===== config.mk =====
export PLATFORM = sky130hd
export DESIGN_NAME = program_loader
export DESIGN_NICKNAME = d
export VERILOG_FILES = /design/src/rtl/program_loader.sv
export SDC_FILE = /design/constraint.sdc
export NUM_CORES = 1
export LEC_CHECK = 0
export BUFFER_PORTS_ARGS = -buffer_cell sky130_fd_sc_hd__buf_2
export CORE_ASPECT_RATIO = 0.7
export CORE_UTILIZATION = 47
export CTS_BUF_LIST = sky130_fd_sc_hd__clkbuf_8
export CTS_CLUSTER_DIAMETER = 200
export DETAILED_ROUTE_END_ITERATION = 7
export PLACE_DENSITY = 0.64
export SYNTH_ARGS = -nofsm -noshare
export SYNTH_HDL_FRONTEND = slang
export SYNTH_SLANG_ARGS = --single-unit

===== constraint.sdc =====
create_clock -name clock -period 2.75 [get_ports clock]
set_clock_uncertainty 0.1 [all_clocks]
set_input_delay 0.275 -clock clock [delete_from_list [all_inputs] [get_ports clock]]
set_output_delay 0.275 -clock clock [all_outputs]
set_load 0.01 [all_outputs]

===== src/rtl/program_loader.sv =====
`default_nettype none
// ============================================================================
// Module      : program_loader
// Description : Byte-stream boot loader. Receives a framed program image
//               (length, 16-bit words, checksum) and writes it word by word
//               into instruction memory. The CPU stays in reset until a load
//               completes with a good checksum.
// Revision    : 1.0 - initial release
// ============================================================================
module program_loader #(
  parameter int ADDR_WIDTH = 8,
  parameter int WORD_WIDTH = 16
) (
  input  logic                  clock,
  input  logic                  reset,
  input  logic                  io_start,
  input  logic [7:0]            io_rxData,
  input  logic                  io_rxValid,
  output logic                  io_rxReady,
  output logic [ADDR_WIDTH-1:0] io_addr,
  output logic [WORD_WIDTH-1:0] io_instrIn,
  output logic                  io_instrWrite,
  output logic                  io_busy,
  output logic                  io_done,
  output logic                  io_error,
  output logic                  io_cpuHold
);

  typedef enum logic [2:0] {
    S_IDLE = 3'd0,
    S_LEN  = 3'd1,
    S_HI   = 3'd2,
    S_LO   = 3'd3,
    S_WR   = 3'd4,
    S_CHK  = 3'd5,
    S_DONE = 3'd6,
    S_ERR  = 3'd7
  } state_t;

  state_t                r_state;
  logic [ADDR_WIDTH-1:0] r_word_idx;
  logic [ADDR_WIDTH-1:0] r_last_idx;
  logic [7:0]            r_sum;
  logic [7:0]            r_hi;
  logic [ADDR_WIDTH-1:0] r_addr;
  logic [WORD_WIDTH-1:0] r_instr_in;
  logic                  r_instr_write;
  logic                  r_done;
  logic                  r_error;
  logic                  r_cpu_hold;

  logic                  w_rx_ready;
  logic                  w_fire;
  logic [7:0]            w_sum_next;
  logic [ADDR_WIDTH-1:0] w_len_last;

  assign w_rx_ready = (r_state == S_LEN) || (r_state == S_HI) ||
                      (r_state == S_LO)  || (r_state == S_CHK);
  assign w_fire     = w_rx_ready && io_rxValid;
  assign w_sum_next = r_sum + io_rxData;

  // A length byte of zero encodes the full 2^ADDR_WIDTH-word image.
  assign w_len_last = (io_rxData == 8'd0) ? {ADDR_WIDTH{1'b1}}
                                          : ADDR_WIDTH'(io_rxData - 8'd1);

  always_ff @(posedge clock or negedge reset) begin
    if (!reset) begin
      r_state       <= S_IDLE;
      r_word_idx    <= '0;
      r_last_idx    <= '0;
      r_sum         <= '0;
      r_hi          <= '0;
      r_addr        <= '0;
      r_instr_in    <= '0;
      r_instr_write <= 1'b0;
      r_done        <= 1'b0;
      r_error       <= 1'b0;
      r_cpu_hold    <= 1'b1;
    end else begin
      r_instr_write <= 1'b0;
      case (r_state)
        S_IDLE: begin
          if (io_start) begin
            r_state    <= S_LEN;
            r_word_idx <= '0;
            r_sum      <= '0;
            r_cpu_hold <= 1'b1;
          end
        end
        S_LEN: begin
          if (w_fire) begin
            r_last_idx <= w_len_last;
            r_sum      <= io_rxData;
            r_state    <= S_HI;
          end
        end
        S_HI: begin
          if (w_fire) begin
            r_hi    <= io_rxData;
            r_sum   <= w_sum_next;
            r_state <= S_LO;
          end
        end
        S_LO: begin
          // Launch the write so the strobe is visible for exactly the WR cycle.
          if (w_fire) begin
            r_sum         <= w_sum_next;
            r_addr        <= r_word_idx;
            r_instr_in    <= WORD_WIDTH'({r_hi, io_rxData});
            r_instr_write <= 1'b1;
            r_state       <= S_WR;
          end
        end
        S_WR: begin
          if (r_word_idx == r_last_idx) begin
            r_state <= S_CHK;
          end else begin
            r_word_idx <= r_word_idx + 1'b1;
            r_state    <= S_HI;
          end
        end
        S_CHK: begin
          if (w_fire) begin
            if (w_sum_next == 8'd0) begin
              r_done     <= 1'b1;
              r_cpu_hold <= 1'b0;
              r_state    <= S_DONE;
            end else begin
              r_error    <= 1'b1;
              r_cpu_hold <= 1'b1;
              r_state    <= S_ERR;
            end
          end
        end
        S_DONE, S_ERR: begin
          if (io_start) begin
            r_done     <= 1'b0;
            r_error    <= 1'b0;
            r_cpu_hold <= 1'b1;
            r_word_idx <= '0;
            r_sum      <= '0;
            r_state    <= S_LEN;
          end
        end
        default: r_state <= S_IDLE;
      endcase
    end
  end

  assign io_rxReady    = w_rx_ready;
  assign io_busy       = w_rx_ready || (r_state == S_WR);
  assign io_addr       = r_addr;
  assign io_instrIn    = r_instr_in;
  assign io_instrWrite = r_instr_write;
  assign io_done       = r_done;
  assign io_error      = r_error;
  assign io_cpuHold    = r_cpu_hold;

endmodule
`default_nettype wire

======== Yosys cells after proc, flatten, opt, wreduce, memory -nomap -nowiden ========
Index checks and enable logic that the tools add are counted.
W data, S select, Z words.
word-level totals
  register bits ........................... 63
  word-level logic and storage cells ...... 84
  bits of input ports ..................... 12
operators by class
  add/subtract/negate cells ............... 3
  reductions and logical operators ........ 24
  muxes and demuxes ....................... 28
  equal/unequal tests ..................... 18
operators by type and width
  kind                   number
  $mux W8                5
  $pmux W8 S3            1
  $mux W3                6
  $pmux W3 S6            1
  $logic_not A8 Y1       2
  $pmux W8 S2            1
  $ne A2 B2 Y1 const B   7
  $eq A3 B3 Y1 const B   4
  $reduce_and A4 Y1      3
  $mux W1                11
  $add A8 B1 Y8 const B  1
  $add A8 B8 Y8          1
  $eq A8 B8 Y1           1
  $sub A8 B1 Y8 const B  1
  $eq A3 B2 Y1 const B   2
  $ne A2 B1 Y1 const B   3
  $pmux W1 S2            3
  $reduce_and A2 Y1      3
  $reduce_and A3 Y1      2
  $reduce_bool A2 Y1     3
  $reduce_and A5 Y1      1
  $logic_or A1 B1 Y1     4
  $reduce_or A2 Y1       2
  $eq A3 B1 Y1 const B   1
  other kinds (4)        4

======== Depth between registers and ports, before layout ========
Gate-level depths: netlist of the first run.
  depth in word-level cells ............... 7
  gate-level depth with buffers ........... 7
  depth with buffers taken out ............ 7

======== Worst setup path before layout of the first run ========
No wires, ideal clock.
  kind .................................... reg2reg
  from .................................... reg r_sum[0]
  to ...................................... reg r_sum[6]
  slack ................................... 459 ps
  stages on the path, launching flop included .. 8
  required time ........................... 2525 ps
  arrival ................................. 2066 ps
  path through ............................ dfrtp_1 -> ha_1 -> fa_1 -> a211oi_1 -> or4b_1 -> o311ai_2 -> a22o_1 -> mux2_2
on the way
  word-level cells in the longest chain between the ends .. 3
ends and longest elaborated chain
  item                      line     source
  start: declaration        43       logic [7:0] r_sum;
  start signal: assignment  93       r_sum <= io_rxData;
  start signal: assignment  100      r_sum <= w_sum_next;
  start signal: assignment  107      r_sum <= w_sum_next;
  $add A8 B8 Y8             60       assign w_sum_next = r_sum + io_rxData;
  $mux W8                   98, 106
  $pmux W8 S3               81       case (r_state)
Every way passes these cells. The select of a mux whose other input is x is not followed.
A chain may end at the register's enable or synchronous reset.

======== Final worst setup path of the first run ========
  from .................................... reg r_sum[0]
  to ...................................... reg r_done, in the netlist io_done
on the way
  word-level cells in the longest chain between the ends .. 4
ends and longest elaborated chain
  item                                line  source
  $add A8 B8 Y8                       60
  $logic_not A8 Y1                    124   if (w_sum_next == 8'd0) begin
  $ne A2 B1 Y1 (no source line)       --
  $reduce_and A4 Y1 (no source line)  --
  end signal: assignment              76    r_done <= 1'b0;
  end signal: assignment              125   r_done <= 1'b1;
  end signal: assignment              137   r_done <= 1'b0;
  end: declaration                    48    logic r_done;
Every way passes these cells.

==> results of run 1 <==
==> sequential cells by signal (all words and copies together) (netlist names) <==
name,count
io_error,1
r_state,3
io_addr,8
io_cpuHold,1
r_hi,8
io_instrWrite,1
io_done,1
io_instrIn,16
r_last_idx,8
r_word_idx,8
r_sum,8
==> worst max-delay path by stage <==
stage,depth (start not counted),from,endpoint
6_report,7,r_sum[0]$_DFFE_PN0P_,io_done$_DFFE_PN0P_
5_1_grt,7,r_sum[0]$_DFFE_PN0P_,io_done$_DFFE_PN0P_
4_1_cts,7,r_sum[0]$_DFFE_PN0P_,io_done$_DFFE_PN0P_
3_5_place_dp,8,io_rxData[0],io_done$_DFFE_PN0P_
3_3_place_gp,8,io_rxData[0],io_done$_DFFE_PN0P_
2_1_floorplan,7,r_sum[0]$_DFFE_PN0P_,r_sum[6]$_DFFE_PN0P_
==> cells in the final DEF (no fill, tap or decap), types with 2 or more instances in the layout <==
master / count
dfrtp_1: 62
buf_2: 41
mux2_2: 34
o21ai_0: 24
nand2_1: 22
nor2_1: 21
a21oi_1: 19
inv_1: 14
xnor2_1: 12
a31oi_1: 10
ha_1: 10
nand3_1: 9
clkbuf_8: 9
buf_4: 8
nand2b_1: 7
nor3_1: 6
nand4_1: 5
a22o_1: 5
clkinvlp_4: 4
xor2_1: 3
o31ai_1: 3
nor2b_1: 2
o21ba_2: 2
or4b_1: 2
o211ai_1: 2
and3b_1: 2
o32ai_1: 2
o21a_1: 2
mux2i_1: 2
==> routing by layer <==
metal	vias up	global-route usage, %
met5	-	0
met4	0	9.546
met3	10	4.981
met2	56	27.63
met1	1209	34.93
li1	1256	-
==> final cells by class <==
cell class	instances	area share [%]
clock buffers	9	3.203
clock inverters	6	1.229
inverters	14	1.359
multi-input cells	228	42.74
flip-flops and latches	63	40.80
well taps	94	3.041
repair buffers	51	7.635
==> cells by family after synthesis <==
family	count (synthesis)	synth area share (%)
multiplexers	36	12.03
adder cells (fa/ha/maj)	11	4.335
AO/OA/AOI/OAI	83	16.55
flip-flops	63	47.12
AND/OR/NAND/NOR	83	12.37
buffers and inverters	29	3.662
XOR/XNOR	15	3.924
==> worst reg2reg max path, delay by kind of cell (launching register included) <==
kind / cells / cell delay, ps
AND/OR/NAND/NOR: 2 / 270
adder cells (fa/ha/maj): 2 / 700
AO/OA/AOI/OAI: 3 / 910
flip-flops: 1 / 380
==> power by group through the flow <==
stage / logic, mW / registers (mW) / clock network [mW]
2_1_floorplan: 1.44 / 1.62 / 0
3_3_place_gp: 1.95 / 1.63 / 0
3_5_place_dp: 1.99 / 1.64 / 0
4_1_cts: 2.00 / 1.63 / 0.728
5_1_grt: 2.21 / 1.68 / 0.762
6_report: 2.00 / 1.63 / 0.709
==> timing repair <==
| item | CTS | global route |
|---|---|---|
| resized for setup | 0 | 1 |
| hold buffers | 1 | 0 |
| setup endpoints to repair | 0 | 1 |
| endpoints found under the hold margin | 25 | 0 |
==> metrics, run 1 <==
PnR worst setup slack 278.9 ps; Met2 Routed Length 2.960 mm; Final Hold Fails 0; DRT iter0 DRCs 171; Logic pwr share 46.1%; Fill cells 648; Leak 1.754 nW; Max stage delay on crit path 450 ps; top cells by area, synth dfrtp_1 (46%), mux2_2 (11%), ha_1 (3.7%); Mapped Area 3348 µm²; sequential share of power 37.6%; CP Data Required Time 2890 ps; # diodes 0; critical path's top delay family compound AO/OA/AOI/OAI gates; CTS Buf Count 9; Yosys top cell by area dfrtp_1; synth unique cells 52; Avg Cell Area, Syn 10.46 µm²; WHS Endpoint r_hi[4]$_DFFE_PN0P_; status finished clean; largest net degree at the start of global routing 38; layout cells sized above 1 29.38%; post-DR vias/cell 5.443; Synth Flop Type dfrtp_1; #FFs+latches synth 63; design area 3867 µm²; hold_ws 137.2 ps; switching power 1.733 mW; worst-case reg-to-reg path depth 7; worst path bufs/invs 0; Skew-Pair Late Insertion Delay 350 ps; Post-synth ARST share 100.0%; Post-Layout Cell Count 465; Startpoint Class flop; VDD IR max 0.4714 mV; grt ovf 0; Worst R2R End io_done$_DFFE_PN0P_; CP cell instances ha_1 > fa_1 > a211oi_2 > nor2_1 > o311ai_2 > nor3_1 > a22o_1; max_slew headroom 50.79%; Clock Pin Slew Worst Setup and Hold Paths 70 ps; Max FO, Critical Path 4; vias post-DR 2531; num ports 42; std cell rows 25; CTS root buf clkbuf_8; Final Cycle Share 89.86%; initial antenna violation count 0; actual slew at the worst max-slew pin 732.6 ps; chip width 102.9 µm; hpwl dp 5.330 mm; setup repair bufs after CTS 0; area delta synth->final 15.51%; sw frac 39.92%; CTS tree built; Nets 390; flip-flop and latch area 1578 µm²; vias in the first global route 2313; max-cap violation count 0; first-pass GRT wire length 12.00 mm; most common cell in the netlist dfrtp_1; final core occ 56.72%; clock share of power 16.3%; hold depth 2; CP Class reg -> reg; post-synthesis sequential area ratio 47.12%; die area 7471 µm²; total global-route track usage 21.90%; Max Slew Vio Count 0; f_max 0.4047 GHz; post-route setup TNS 0 ps; P_int 2.609 mW; Post-Syn Instances 320; Worst EP arrival 2610 ps; placement-stage cell area 3681 µm²; Routed Antenna Nets 0; total core area 6819 µm²; warning count from the yosys run 0; Post-synth EDFFs 0; hold path start io_rxData[4]; final wirelength 7.335 mm; Setup WS pre-CTS 170.7 ps; flop2flop setup slack 280 ps; H-tree levels 3; top layer in use met4; post-synth top area share 46.34%; RePlAce Congestion 0.8549; metal3 WL 323 µm; CTS Buffer Depth 2; endpoint class of the critical path flop; RSZ-0062 raised after global routing no; post-DR wirelength/cell 15.77 µm; min Tclk post-route 2471 ps; PwrDens 1123 nW/µm²; worst hold path class in -> reg; Pre-antenna DRT Iters 4; clock sink count 63; post-synthesis net count 343; Commonest cells post-synth dfrtp_1 (62), mux2_2 (34), o21ai_0 (24); IO Port Bufs 41; Placed Instances 449; Slowest-stage cell, CP fa_1; final setup fails 0; footprint of the multi-input gates 1653 µm²; total power 4.342 mW; R2R Path Start r_sum[0]$_DFFE_PN0P_; wl on met1 3.925 mm; DRC Markers 0; Die Y 72.62 µm; starting density of the core 49.10%
Note: power is estimated with default switching activity, not from simulation.
==> run 2: changes to the inputs <==
- BUFFER_PORTS_ARGS: -buffer_cell sky130_fd_sc_hd__buf_2 -> -buffer_cell sky130_fd_sc_hd__clkbuf_2
==> run 2 against run 1 <==
Net effect:
- sequential share of layout area fell by 0.22 points
- die area did not move
- sequential cell count did not move
- highest routed layer unchanged
==> metrics, run 2 (synthesis results as in run 1) <==
Final Cycle Share 94.64% (+4.8 points); post-DR vias/cell 5.521 (+1.4%); die area 7471 µm² (unchanged); RePlAce Congestion 0.9240 (+8.1%); CTS resizes 0 (unchanged); post-route setup TNS 0 ps (unchanged); largest net degree at the start of global routing 39 (+2.6%); IO Port Bufs 41 (unchanged); Clock Pin Slew Worst Setup and Hold Paths 80 ps (about the same); chip width 102.9 µm (unchanged); total core area 6819 µm² (unchanged); clock share of power 18.0% (+1.7 points); Startpoint Class flop; CTS tree built; CP cell instances ha_1 > fa_1 > a211oi_1 > nor2_1 > o311ai_2 > nor3_1 > a22o_1; vias post-DR 2573 (+1.7%); starting density of the core 49.10% (unchanged); std cell rows 25 (unchanged); cts hold-fix bufs 1 (unchanged); H-tree levels 3 (unchanged); Worst EP arrival 2730 ps (+120 ps); hold_ws 148.3 ps (+11.08 ps); CTS root buf clkbuf_8; RSZ-0062 raised after global routing no; DRT iter0 DRCs 202 (+18%); CP Data Required Time 2870 ps (-20 ps); Leak 1.769 nW (+0.82%); Routed Antenna Nets 0 (unchanged); # diodes 0 (unchanged); CTS Buffer Depth 2 (unchanged); Die Y 72.62 µm (unchanged); status finished clean; Final Hold Fails 0 (unchanged); clock sink count 63 (unchanged); final wirelength 7.417 mm (+1.1%); Max stage delay on crit path 430 ps (-20 ps); CTS Buf Count 9 (unchanged); sw frac 39.31% (-0.60 points); num ports 42 (unchanged); post-DR wirelength/cell 15.92 µm (+0.90%); area delta synth->final 16.14%; Max Slew Vio Count 0 (unchanged); initial antenna violation count 0 (unchanged); sequential share of power 37.6% (about the same); PwrDens 1140 nW/µm² (+1.6%); most common cell after layout, fill and taps aside dfrtp_1; layout cells sized above 1 29.03% (-0.35 points); Pre-antenna DRT Iters 4 (unchanged); first-pass GRT wire length 12.38 mm (+3.2%); min Tclk post-route 2603 ps (+131.5 ps); vias in the first global route 2421 (+4.7%); actual slew at the worst max-slew pin 716.1 ps (-16.51 ps); number of flip-flops in the largest register 16 (unchanged); switching power 1.744 mW (+0.61%); P_int 2.691 mW (+3.2%); endpoint class of the critical path flop; setup repair bufs after CTS 0 (unchanged); Logic pwr share 44.4% (-1.7 points); Max FO, Critical Path 4 (unchanged); grt ovf 0 (unchanged); flop2flop setup slack 150 ps (-130 ps); f_max 0.3842 GHz (-5.1%); hpwl dp 5.401 mm (+1.3%); VDD IR max 0.4938 mV (+4.7%); Nets 390 (unchanged); Slowest-stage cell, CP fa_1; max-cap violation count 0 (unchanged); total global-route track usage 22.07% (+0.17 points); Skew-Pair Late Insertion Delay 340 ps (about the same); CP Class reg -> reg; DRC Markers 0 (unchanged); max_slew headroom 51.90% (+1.1 points); worst hold path class in -> reg; most frequent cells in the layout dfrtp_1 (62), clkbuf_2 (41), mux2_2 (34); final setup fails 0 (unchanged)
==> run 2: final cells by class <==
class / count / area [µm²]
well taps: 94 / 117.6
fillers: 631 / 2930
flip-flops and latches: 63 / 1578
repair buffers: 51 / 295.3
clock buffers: 9 / 123.9
multi-input cells: 228 / 1648
clock inverters: 7 / 73.82
inverters: 14 / 52.55
==> run 2: worst paths after layout <==
check                                            start                         to  depth (start not counted)
worst max-delay path              r_sum[0]$_DFFE_PN0P_        io_done$_DFFE_PN0P_                          7
worst min-delay path                      io_rxData[4]        r_hi[4]$_DFFE_PN0P_                          2
worst max register to register    r_sum[0]$_DFFE_PN0P_        io_done$_DFFE_PN0P_                          7
worst min register to register  io_addr[7]$_DFFE_PN0P_     io_addr[7]$_DFFE_PN0P_                          2
max in group asynchronous                        reset  io_instrIn[9]$_DFFE_PN0P_                          3
min in group asynchronous                        reset     io_addr[6]$_DFFE_PN0P_                          2
==> run 2: worst max-delay path, delay by kind of cell, from the launching register on <==
kind	cells	cell delay [ps]
and+or+nand+nor	2	310
AOI/OAI and AO/OA	3	1040
adders and majority gates	2	670
DFF	1	380
==> run 2: power by group through the flow <==
stage | registers, mW | logic (mW) | clock network [mW]
after CTS | 1.67 | 1.97 | 0.819
after detailed placement | 1.68 | 1.96 | 0
after floorplan | 1.62 | 1.44 | 0
after global routing | 1.73 | 2.18 | 0.857
after global placement | 1.67 | 1.92 | 0
final | 1.67 | 1.97 | 0.798
==> run 2: per-layer routing <==
| metal | routed length (µm) | track usage [%] | part of all wire (%) | up-vias |
|---|---|---|---|---|
| li1 | - | - | - | 1256 |
| met1 | 3850 | 34.45 | 52 | 1230 |
| met2 | 3018 | 29.33 | 41 | 76 |
| met3 | 477 | 6.130 | 6.4 | 11 |
| met4 | 71 | 6.573 | 0.96 | 0 |
| met5 | 0 | 0 | 0 | - |
==> run 2: per-stage QoR <==
step,worst slack (ps),cell area [µm²],cells,utilization [%],total power [mW]
floorplan,459.1,3348,320,-,3.059
finish,147.4,3889,466,57.03,4.435
global placement,216.9,3681,449,53.98,3.588
detailed placement,176.5,3681,449,53.98,3.640
CTS,183.5,3889,466,57.03,4.458
global route,30.48,3889,466,57.03,4.770
==> run 3: changes to the inputs <==
- GPL_TIMING_DRIVEN: unset -> 0
- PLACE_DENSITY: 0.64 -> 0.78
==> run 3 against run 2 <==
Net effect:
- the flow now finishes with violations (negative hold slack)
- fmax increased by 2.6%
- total power is 0.85% higher
- final cell count rose by 0.43%
- critical path depth did not move
- sequential cell count is the same
- critical path type unchanged
- largest cell class unchanged
- largest power group unchanged
==> metrics, run 3 (synthesis results as in run 1) <==
starting density of the core 49.10% (unchanged); hold_ws -33.42 ps (-181.7 ps); die area 7471 µm² (unchanged); Clock Pin Slew Worst Setup and Hold Paths 70 ps (about the same); Final Hold Fails 33 (+33); IO Port Bufs 40 (-2.4%); CP Class reg -> reg; grt ovf 0 (unchanged); Skew-Pair Late Insertion Delay 340 ps (about the same); num ports 42 (unchanged); first-pass GRT wire length 12.74 mm (+2.9%); DRC Markers 0 (unchanged); Leak 1.763 nW (-0.31%); CTS root buf clkbuf_8; final setup fails 0 (unchanged); largest net degree at the start of global routing 64 (+64%); Logic pwr share 46.9% (+2.5 points); # diodes 0 (unchanged); Setup WS pre-CTS 133.3 ps (-43.15 ps); Worst EP arrival 2660 ps (-70 ps); VDD IR max 0.5990 mV (+21%); hpwl dp 5.604 mm (+3.8%); vias in the first global route 2492 (+2.9%); Die Y 72.62 µm (unchanged); sw frac 39.48% (+0.16 points); Max FO, Critical Path 4 (unchanged); Max Slew Vio Count 0 (unchanged); Post-Layout Cell Count 468 (+0.43%); worst hold path class in -> async; status finished with violations; max_slew headroom 42.07% (-9.8 points); Max stage delay on crit path 440 ps (about the same); Fill cells 618 (-2.1%); final wirelength 7.893 mm (+6.4%); layout cells sized above 1 28.88% (-0.16 points); total global-route track usage 23.07% (+1.0 points); CTS resizes 0 (unchanged); std cell rows 25 (unchanged); chip width 102.9 µm (unchanged); switching power 1.766 mW (+1.3%); initial antenna violation count 0 (unchanged); actual slew at the worst max-slew pin 869.0 ps (+152.9 ps); CP Data Required Time 2870 ps (about the same); most common cell after layout, fill and taps aside dfrtp_1; DRT iter0 DRCs 151 (-25%); P_int 2.707 mW (+0.58%); max-cap violation count 0 (unchanged); vias post-DR 2711 (+5.4%); flop2flop setup slack 210 ps (+70 ps); failing checks negative hold slack; most frequent cells in the layout dfrtp_1 (62), clkbuf_2 (41), mux2_2 (34); cts hold-fix bufs 0 (-1); CTS Buffer Depth 2 (unchanged); Pre-antenna DRT Iters 5 (+1); clock sink count 63 (unchanged); footprint of the multi-input gates 1648 µm² (unchanged); clock share of power 17.4% (-0.6 points); endpoint class of the critical path flop; sequential share of power 35.6% (-2.0 points); RSZ-0062 raised after global routing no; post-DR wirelength/cell 16.87 µm (+6.0%); flip-flop and latch area 1578 µm² (unchanged); setup repair bufs after CTS 0 (unchanged); RePlAce Congestion 0.8633 (-6.6%); H-tree levels 3 (unchanged); PwrDens 1161 nW/µm² (+1.8%); CTS tree built; post-route setup TNS 0 ps (unchanged); Final Cycle Share 92.24% (-2.4 points); min Tclk post-route 2537 ps (-65.93 ps); total core area 6819 µm² (unchanged); Slowest-stage cell, CP fa_1; Placed Instances 454 (+1.1%); area delta synth->final 15.10%; PnR worst setup slack 213.4 ps (+65.93 ps); Startpoint Class flop; Nets 394 (+1.0%); number of flip-flops in the largest register 16 (unchanged); final core occ 56.51% (-0.51 points); CTS Buf Count 9 (unchanged); post-DR vias/cell 5.793 (+4.9%); Routed Antenna Nets 0 (unchanged); CP cell instances ha_1 > fa_1 > a211oi_1 > nor2_1 > o311ai_2 > nor3_1 > a22o_1; f_max 0.3942 GHz (+2.6%)
-- run 3: cell count changes in the layout (fill, tap and decap cells not counted), moves of 2 or more --
cell,before,now
clkinvlp_4,3,1
clkbuf_1,0,2
buf_1,0,2
clkinv_2,0,2
buf_2,0,9
buf_4,8,0
-- run 3: through the flow --
step / area [µm²] / total power [mW] / hold WS [ps]
after floorplan: 3348 / 3.059 / -120.6
after global placement: 3666 / 3.564 / 366.0
after detailed placement: 3669 / 3.676 / 365.1
after CTS: 3854 / 4.473 / 6.163
after global routing: 3854 / 4.780 / 42.83
final: 3854 / 4.473 / -33.42
-- run 3: critical path, delay by kind of cell (launching register included) --
family	cells	cell delay (ps)
simple gates	2	300
fa+ha+maj	2	670
compound gates	3	970
flops	1	380
-- run 3: path summary, 6_finish.rpt --
check | from | end | cells past startpoint
max in group asynchronous | reset | r_sum[6]$_DFFE_PN0P_ | 1
min in group clock | io_rxData[0] | r_last_idx[0]$_DFFE_PN0P_ | 2
setup reg to reg | r_sum[0]$_DFFE_PN0P_ | io_done$_DFFE_PN0P_ | 7
hold reg to reg | io_instrIn[3]$_DFFE_PN0P_ | io_instrIn[3]$_DFFE_PN0P_ | 2
setup / recovery | r_sum[0]$_DFFE_PN0P_ | io_done$_DFFE_PN0P_ | 7
hold / removal | reset | r_word_idx[1]$_DFFE_PN0P_ | 1
-- run 3: final cells by class --
class	count	area share [%]
Tap cell	94	3.052
Timing Repair Buffer	40	5.260
Multi-Input combinational cell	228	42.76
Inverter	14	1.364
Buffer	15	1.818
Clock buffer	10	3.571
Sequential cell	63	40.94
Clock inverter	4	1.234
-- run 3: metal layers --
layer	global-route usage, %	vias up	share of wire [%]
met5	0	-	0
met4	7.512	0	1.3
met3	6.801	8	7.2
met2	33.56	104	45
met1	33.13	1345	46
li1	-	1254	-
-- run 3: power groups by stage --
stage               Sequential (mW)  Clock [mW]  Combinational (mW)
floorplan                      1.62           0                1.44
global placement               1.57           0                1.99
detailed placement             1.60           0                2.07
CTS                            1.59       0.789                2.09
global route                   1.64       0.832                2.31
finish                         1.59       0.779                2.10
